==> src/rtl/convolution_if.sv <==
// Pixel-column stream into, and filtered RGB565 stream out of, the 3x3 convolution.
// The slave modport is the filter side; master is the producer/consumer side.
interface convolution_if #(
  parameter int HRES = 1280,
  parameter int VRES = 720
);
  localparam int HW = $clog2(HRES);
  localparam int VW = $clog2(VRES);

  logic        [15:0] data_in [3];
  logic      [HW-1:0] hcount_in;
  logic      [VW-1:0] vcount_in;
  logic               data_valid_in;
  logic signed  [7:0] coeffs_in [9];
  logic         [3:0] shift_in;
  logic        [15:0] line_out;
  logic      [HW-1:0] hcount_out;
  logic      [VW-1:0] vcount_out;
  logic               data_valid_out;

  modport master (
    output data_in, hcount_in, vcount_in, data_valid_in, coeffs_in, shift_in,
    input  line_out, hcount_out, vcount_out, data_valid_out
  );

  modport slave (
    input  data_in, hcount_in, vcount_in, data_valid_in, coeffs_in, shift_in,
    output line_out, hcount_out, vcount_out, data_valid_out
  );
endinterface

==> src/rtl/convolution.sv <==
// Programmable 3x3 RGB565 convolution over line-buffer columns, 4-cycle fixed latency.
// Define CONV_EDGE_CLAMP_EN to replicate the centre column at row edges (hcount_in 0/1).
module convolution #(
  parameter int HRES = 1280,
  parameter int VRES = 720
) (
  input  logic           clk_in,
  input  logic           rst_in,
  convolution_if.slave   bus
);
  localparam int HW = $clog2(HRES);
  localparam int VW = $clog2(VRES);

  logic        [15:0] win_l [3];
  logic        [15:0] win_c [3];
  logic        [15:0] win_r [3];
  logic        [15:0] mac_q [3][3];
  logic signed  [7:0] coeff_q [9];
  logic signed  [7:0] coeff1 [9];
  logic         [3:0] shift_q, shift1, shift2, shift3;
  logic signed [13:0] prod_q [3][9];
  logic signed [17:0] sum_c [3];
  logic signed [17:0] sum_q [3];
  logic signed [17:0] shifted [3];
  logic         [4:0] pix_r, pix_b;
  logic         [5:0] pix_g;
  logic         [3:0] vld;
  logic      [HW-1:0] h_pipe [4];
  logic      [VW-1:0] v_pipe [4];
  logic      [HW-1:0] h_tag;
  logic      [VW-1:0] v_tag;
`ifdef CONV_EDGE_CLAMP_EN
  logic               clamp_l0, clamp_r0;
`endif

  function automatic logic signed [13:0] mul(input logic signed [7:0] k, input logic [5:0] px);
    return 14'(k) * $signed({8'd0, px});
  endfunction

  function automatic logic [5:0] sat(input logic signed [17:0] x, input logic signed [17:0] lim);
    if (x < 18'sd0) return 6'd0;
    if (x > lim) return lim[5:0];
    return x[5:0];
  endfunction

  // Column hcount_in==0 completes the previous row's last pixel.
  always_comb begin
    h_tag = bus.hcount_in - HW'(1);
    v_tag = bus.vcount_in;
    if (bus.hcount_in == '0) begin
      h_tag = HW'(HRES - 1);
      v_tag = (bus.vcount_in == '0) ? VW'(VRES - 1) : bus.vcount_in - VW'(1);
    end
  end

  always_ff @(posedge clk_in) begin
    if (rst_in) begin
      vld     <= '0;
      shift_q <= '0;
      for (int i = 0; i < 3; i++) begin
        win_l[i] <= '0;
        win_c[i] <= '0;
        win_r[i] <= '0;
      end
      for (int i = 0; i < 4; i++) begin
        h_pipe[i] <= '0;
        v_pipe[i] <= '0;
      end
      for (int i = 0; i < 9; i++) coeff_q[i] <= (i == 4) ? 8'sd1 : 8'sd0;
`ifdef CONV_EDGE_CLAMP_EN
      clamp_l0 <= 1'b0;
      clamp_r0 <= 1'b0;
`endif
    end else begin
      vld <= {vld[2:0], bus.data_valid_in};
      if (bus.data_valid_in) begin
        win_l     <= win_c;
        win_c     <= win_r;
        win_r     <= bus.data_in;
        h_pipe[0] <= h_tag;
        v_pipe[0] <= v_tag;
`ifdef CONV_EDGE_CLAMP_EN
        clamp_r0  <= (bus.hcount_in == '0);
        clamp_l0  <= (bus.hcount_in == HW'(1));
`endif
        if (bus.hcount_in == '0 && bus.vcount_in == '0) begin
          coeff_q <= bus.coeffs_in;
          shift_q <= bus.shift_in;
        end
      end
      for (int s = 1; s < 4; s++) begin
        if (vld[s-1]) begin
          h_pipe[s] <= h_pipe[s-1];
          v_pipe[s] <= v_pipe[s-1];
        end
      end
    end
  end

  // Kernel and shift ride with the pixel so a frame-start latch never splits a pixel.
  always_ff @(posedge clk_in) begin
    if (vld[0]) begin
      mac_q[0] <= win_l;
      mac_q[1] <= win_c;
      mac_q[2] <= win_r;
`ifdef CONV_EDGE_CLAMP_EN
      if (clamp_l0) mac_q[0] <= win_c;
      if (clamp_r0) mac_q[2] <= win_c;
`endif
      coeff1 <= coeff_q;
      shift1 <= shift_q;
    end
    if (vld[1]) begin
      for (int r = 0; r < 3; r++) begin
        for (int c = 0; c < 3; c++) begin
          prod_q[0][r*3+c] <= mul(coeff1[r*3+c], {1'b0, mac_q[c][r][15:11]});
          prod_q[1][r*3+c] <= mul(coeff1[r*3+c], mac_q[c][r][10:5]);
          prod_q[2][r*3+c] <= mul(coeff1[r*3+c], {1'b0, mac_q[c][r][4:0]});
        end
      end
      shift2 <= shift1;
    end
    if (vld[2]) begin
      sum_q  <= sum_c;
      shift3 <= shift2;
    end
  end

  always_comb begin
    for (int ch = 0; ch < 3; ch++) begin
      sum_c[ch] = '0;
      for (int i = 0; i < 9; i++) sum_c[ch] = sum_c[ch] + 18'(prod_q[ch][i]);
    end
  end

  always_comb begin
    for (int ch = 0; ch < 3; ch++) shifted[ch] = sum_q[ch] >>> shift3;
    pix_r = 5'(sat(shifted[0], 18'sd31));
    pix_g = sat(shifted[1], 18'sd63);
    pix_b = 5'(sat(shifted[2], 18'sd31));
  end

  always_ff @(posedge clk_in) begin
    if (rst_in) begin
      bus.line_out       <= '0;
      bus.hcount_out     <= '0;
      bus.vcount_out     <= '0;
      bus.data_valid_out <= 1'b0;
    end else begin
      bus.data_valid_out <= vld[3];
      if (vld[3]) begin
        bus.line_out   <= {pix_r, pix_g, pix_b};
        bus.hcount_out <= h_pipe[3];
        bus.vcount_out <= v_pipe[3];
      end
    end
  end
endmodule

==> src/flat_wrapper.sv <==
// flat-port wrapper written by rule: the top's interface ports become plain ports
module convolution_flat 
#(
  parameter int HRES = 1280,
  parameter int VRES = 720
)
  (clk_in, rst_in, bus_data_in, bus_hcount_in, bus_vcount_in, bus_data_valid_in, bus_coeffs_in, bus_shift_in, bus_line_out, bus_hcount_out, bus_vcount_out, bus_data_valid_out);
  convolution_if #(.HRES(HRES), .VRES(VRES)) bus_i ();
  input  logic clk_in;
  input  logic rst_in;
  input wire logic [$bits(bus_i.data_in)-1:0] bus_data_in;
  input wire logic [$bits(bus_i.hcount_in)-1:0] bus_hcount_in;
  input wire logic [$bits(bus_i.vcount_in)-1:0] bus_vcount_in;
  input wire logic [$bits(bus_i.data_valid_in)-1:0] bus_data_valid_in;
  input wire logic [$bits(bus_i.coeffs_in)-1:0] bus_coeffs_in;
  input wire logic [$bits(bus_i.shift_in)-1:0] bus_shift_in;
  output wire logic [$bits(bus_i.line_out)-1:0] bus_line_out;
  output wire logic [$bits(bus_i.hcount_out)-1:0] bus_hcount_out;
  output wire logic [$bits(bus_i.vcount_out)-1:0] bus_vcount_out;
  output wire logic [$bits(bus_i.data_valid_out)-1:0] bus_data_valid_out;
  assign bus_i.data_in = {>>{bus_data_in}};
  assign bus_i.hcount_in = bus_hcount_in;
  assign bus_i.vcount_in = bus_vcount_in;
  assign bus_i.data_valid_in = bus_data_valid_in;
  assign bus_i.coeffs_in = {>>{bus_coeffs_in}};
  assign bus_i.shift_in = bus_shift_in;
  assign bus_line_out = bus_i.line_out;
  assign bus_hcount_out = bus_i.hcount_out;
  assign bus_vcount_out = bus_i.vcount_out;
  assign bus_data_valid_out = bus_i.data_valid_out;
  convolution #(.HRES(HRES), .VRES(VRES)) u_core (.clk_in(clk_in), .rst_in(rst_in), .bus(bus_i));
endmodule
==> config.mk <==
export PLATFORM = sky130hd
export DESIGN_NAME = convolution_flat
export DESIGN_NICKNAME = d
export VERILOG_FILES = /design/src/rtl/convolution_if.sv /design/src/rtl/convolution.sv /design/src/flat_wrapper.sv
export SDC_FILE = /design/constraint.sdc
export NUM_CORES = 2
export LEC_CHECK = 0
export ABC_AREA = 1
export BUFFER_PORTS_ARGS = -buffer_cell sky130_fd_sc_hd__buf_2
export CAP_MARGIN = 40
export CORE_UTILIZATION = 58
export CTS_CLUSTER_SIZE = 24
export DETAILED_ROUTE_END_ITERATION = 16
export HOLD_SLACK_MARGIN = 0.06
export PLACE_DENSITY_LB_ADDON = 0.2
export SLEW_MARGIN = 20
export SYNTH_ARGS = -nofsm -noshare
export SYNTH_HDL_FRONTEND = slang
export SYNTH_SLANG_ARGS = --single-unit
export TNS_END_PERCENT = 20
==> constraint.sdc <==
create_clock -name clk_in -period 14.81 [get_ports clk_in]
set_input_delay 0.7405 -clock clk_in [delete_from_list [all_inputs] [get_ports clk_in]]
set_output_delay 0.7405 -clock clk_in [all_outputs]
set_load 0.005 [all_outputs]
# After elaboration in Yosys (flattened, before gate mapping)
# Memories as Yosys holds them, arrays and structs flattened. A register that Yosys moved wholly into a read port is not among the register bits.
# Index checks and enable logic that the tools add are counted.
# word_totals
mem_bits_rw,606
rom_bits,0
mem_count,4
elab_cells,163
inputBits,148
ff_bits,379
latch_bits,0
output_inout_bits,38
# mem_list
name,words,width,rd,rd_clocked_by_memory_dff,write_ports,line_no,rtl
u_core.prod_q,3,126,3,0,3,convolution.sv:21,logic signed [13:0] prod_q [3][9];
u_core.mac_q,3,48,3,0,3,convolution.sv:17,logic [15:0] mac_q [3][3];
u_core.h_pipe,4,11,4,1,4,convolution.sv:28,logic [HW-1:0] h_pipe [4];
u_core.v_pipe,4,10,4,1,4,convolution.sv:29,logic [VW-1:0] v_pipe [4];
# classes
shifts,3
n_reduce_logical,4
addsub,26
eq_ne,0
multipliers,27
n_div,0
magnitude_cmp,6
n_mux,48
bitwise,8
# ops
op,count
18-bit by 14-bit adder with 18-bit output,18
8-bit by 6-bit multiplier with 14-bit output,18
8-bit by 7-bit multiplier with 14-bit output,9
10-bit 2-to-1 mux,6
11-bit 2-to-1 mux,5
"18-bit by 1-bit < comparator with 1-bit output, second input constant",3
18-bit by 4-bit >>> shifter with 18-bit output,3
15-bit by 14-bit adder with 16-bit output,3
14-bit by 14-bit adder with 15-bit output,3
5-bit 2-to-1 mux,8
"18-bit by 6-bit greater-than comparator with 1-bit output, second input constant",2
1-bit 2-to-1 mux,25
6-bit 2-to-1 mux,4
"18-bit by 7-bit greater-than comparator with 1-bit output, second input constant",1
11-bit logical NOT,1
"11-bit by 1-bit subtractor with 11-bit output, second input constant",1
10-bit logical NOT,1
"10-bit by 1-bit subtractor with 10-bit output, second input constant",1
1-bit bitwise OR,8
2-bit AND reduction,1
1-bit logical AND,1

# Logic depth before layout (Yosys ltp)
# An unclocked memory read counts as a cell.
# depth
word_depth,9
depth_mapped,28
depth_no_buf,28

# Least setup slack after synthesis
# No wires, ideal clock.
# synth_timing
path_type,register -> register
start,register u_core.vld[1]
end,"memory u_core.h_pipe[2][0] (netlist name), enable pin"
setup_ps,382
path_stages_with_launch,3
path_buffers,0
arrival_time_ps,10078
slack_ps,4351
synth_period_minus_slack_ps,10459
required_ps,14428
cell_sequence,dfxtp_1 inv_1 nand2_1
# synth_rtl
element,line_no,rtl
start: declaration,convolution.sv:27,logic [3:0] vld;
start signal: assignment,convolution.sv:75,"vld <= {vld[2:0], bus.data_valid_in};"
end: declaration,convolution.sv:28,

==> results.md <==
* Min Tclk post-route at about 6000 ps
* Register area share after synthesis at around 31%
* P per Cell Area at between 100 and 150 nW/µm²
* Clock transition at the registers of the reported paths at 70 ps
* Number of I/O port buffers at roughly 190
* Synth Cell Area at between 80,000 and 90,000 µm²
* Tot GR Track Use at 28.95%
* Layout cells sized above 1 at under 10%
* Root Driver: clkbuf_16
* Postcts setup bufs at 0
* Largest net degree at the start of global routing at 158
* Max rail drop VDD at about 0.00018 V
* Drt wl/cell at about 18 µm
* CTS Hold Buffers Added at 0
* Slew HR at around a third
* Max Root-Sink Buffers at 3
* Clock skew at between 80 and 90 ps
* Final setup fails at 0
* Hold EP: u_core.win_r[6]
* Residual DRC at 0
* Skew-Pair Late Insertion Delay at between 700 and 800 ps
* CP endpoint kind: register
* Placed Instances at around 12,000
* Nets at approximately 12,000
* CP Data Required Time at between 15,000 and 20,000 ps
* Crit Reg-Reg Startpoint: u_core.prod_q[0][239]
* Starting density of the core at 58.53%
* Pleak at 0.05128 µW
* Area growth, synth to finish at 7.756%
* Warnings, synthesis at 0
* Syn Nets at ~12,000
* Initial antenna violation count at 23
* DR pass1 iterations at 5
* Via count at 62,900
* Routed WL at approximately 220,000 µm
* Clk sinks at 1,006
* Row cnt at 143
* Crit-path max FO at 4
* Mean Syn Cell Area at between 9 and 10 µm²
* Post-detail-place hpwl at ~180,000 µm
* CTS tree: yes
* Post-layout util at a little over three fifths
* Chip width at 394 µm
* Reg2reg end: u_core.sum_q[30]
* Endpoints failing hold at 0
* Kind of critical path: register to register
* Clock H-tree levels at 3
* Cell depth of the worst flop-to-flop path at 20
* Final Wtd Congestion at ~0.96
* Final antenna-violating net count at 0
* Hold WS at 171.8 ps
* Register-to-register setup slack at 8760 ps
* Most frequent cells in the layout: 2,545 x inv_1, 1,890 x nand2_1, 1,026 x fa_1
* First-pass GRT wire length at roughly 350,000 µm
* Core Footprint at 152,300 µm²
* Grt ovf at 0
* Tightest Pin Transition at ~1000 ps
* Number of I/O pins at roughly 190
* # resized after CTS at 0
* Vias per Instance at approximately 5.3
* Final Cycle Share at between 40% and 50%
* Die Ht at ~390 µm
* Hold path start: bus_data_in[6]
* Max-cap violation count at 0
* RSZ-0062 raised after global routing: false
* Non-filler instance count after layout at 11,950
* Initial drt markers at 4,411
* CTS Buf Count at around 110
* Fmax at ~170 MHz
* Cells after Synth at a little under 10,000
* Crit path DAT at about 6500 ps
* FILL cells at 12,540
* Register area at 27,600 µm²
* Final slew viol count at 0
* Hold depth at 3
* Post-route total power at 12,910 µW
* CP Launch Type: register
* Multi-input logic area at around 50,000 µm²
* Result of the run: completed
* Vias in the first global route at 65,290
* Die Area at 155,200 µm²
* Most common cell after layout, fill and taps aside: inv_1
* Post-route setup TNS at 0 ps
* Yosys cell types at between 50 and 60
* Number of synthesized register bits at 1,006
* HP Class: input port to register
[report_power, final]
part | internal, µW | switching [µW] | total [µW]
clock | 1670 | 1270 | 2940
sequential | 3580 | 159 | 3740
combinational | 2530 | 3700 | 6230
total | 7780 | 5130 | 12900
[final cells by class]
class,instances,share of cell area [%]
diodes,8,0.02085
clock inverters,68,0.7582
repair buffers,265,2.139
flip-flops and latches,1006,28.73
inverters,2557,10.00
multi-input cells,5878,52.36
well taps,2030,2.645
clock buffers,142,3.339
[synth_stat cells, drive strengths merged]
library cell / n / area share [%]
inv: 2556 / 11
nand2: 1895 / 8.0
fa: 1026 / 23
ha: 794 / 11
edfxtp: 744 / 25
a21oi: 380 / 2.1
nor2: 364 / 1.6
o21ai: 364 / 2.0
clkbuf: 361 / 1.5
nand3: 280 / 1.6
xor2: 279 / 2.7
dfxtp: 262 / 5.9
xnor2: 168 / 1.7
nor3: 106 / 0.73
o22ai: 53 / 0.37
buf: 46 / 0.34
a21o: 28 / 0.24
a31oi: 28 / 0.20
o2111ai: 28 / 0.28
nand4: 17 / 0.12
a21boi: 12 / 0.11
o211ai: 11 / 0.093
o21bai: 11 / 0.097
o21a: 5 / 0.042
nand2b: 4 / 0.028
o221ai: 4 / 0.039
o31ai: 4 / 0.034
or2: 3 / 0.021
a211oi: 2 / 0.017
and2: 2 / 0.014
nand3b: 2 / 0.017
nor4: 2 / 0.014
a22o: 1 / 0.0098
a22oi: 1 / 0.0084
and3: 1 / 0.0070
clkinv: 1 / 0.0056
nor3b: 1 / 0.0084
o2bb2ai: 1 / 0.0098
or3: 1 / 0.0070
[metal layers]
| layer | global-route usage, % | vias to the layer above | share of wire, % | wire (µm) |
|---|---|---|---|---|
| li1 | - | 29850 | - | - |
| met1 | 38.38 | 30910 | 42 | 92420 |
| met2 | 48.52 | 1777 | 47 | 104700 |
| met3 | 4.212 | 339 | 6.8 | 15060 |
| met4 | 10.29 | 16 | 3.7 | 8220 |
| met5 | 0 | - | 0.042 | 92 |
[critical path, stage by stage (launching register included)]
cell,delay (ps)
edfxtp_1,370
inv_1,80
fa_1,410
inv_1,70
ha_1,170
inv_1,70
fa_1,470
xor2_1,440
fa_1,530
fa_1,470
fa_1,500
inv_1,50
fa_1,450
ha_1,350
nand2_1,90
nand3_1,120
a21oi_1,280
o21ai_0,180
a21boi_0,350
o21ai_0,170
xor2_1,170
[through the flow]
stage | area, µm² | setup WS [ps]
final | 96040 | 8764
after global routing | 96030 | 8397
after CTS | 95690 | 8747
after detailed placement | 91750 | 8768
after global placement | 91260 | 8671
after floorplan | 89120 | 4351
[sequential cells by signal, summed over array words and instances, names as in the netlist]
register and cells:
u_core.shift1 4, u_core.bus.line_out 16, u_core.mac_q 144, u_core.coeff1 72, u_core.h_pipe 44, u_core.shift2 4, u_core.bus.vcount_out 10, u_core.shift_q 4
u_core.prod_q 378, u_core.win_c 48, u_core.bus.hcount_out 11, u_core.v_pipe 40, u_core.sum_q 54, u_core.bus.data_valid_out 1, u_core.coeff_q 72, u_core.win_l 48
u_core.shift3 4, u_core.win_r 48, u_core.vld 4
[worst max path at each step]
stage,start,endpoint,slack [ps],cells after the start
3_3_place_gp,u_core.prod_q[0][225],u_core.sum_q[34],8670,28
5_1_grt,u_core.prod_q[0][239],u_core.sum_q[34],8400,28
3_5_place_dp,u_core.prod_q[0][239],u_core.sum_q[34],8770,25
2_1_floorplan,u_core.vld[1],u_core.h_pipe[2][0],4350,2
6_report,u_core.prod_q[0][239],u_core.sum_q[30],8760,20
4_1_cts,u_core.prod_q[0][239],u_core.sum_q[30],8750,20
[cell families after synthesis]
| logic type | share of synthesized area, % |
|---|---|
| buf+inv | 12.65 |
| simple gates | 12.10 |
| xor+xnor | 4.393 |
| flops | 30.95 |
| fa+ha+maj | 34.19 |
| compound gates | 5.712 |
Note: power is estimated with default switching activity, not from simulation.
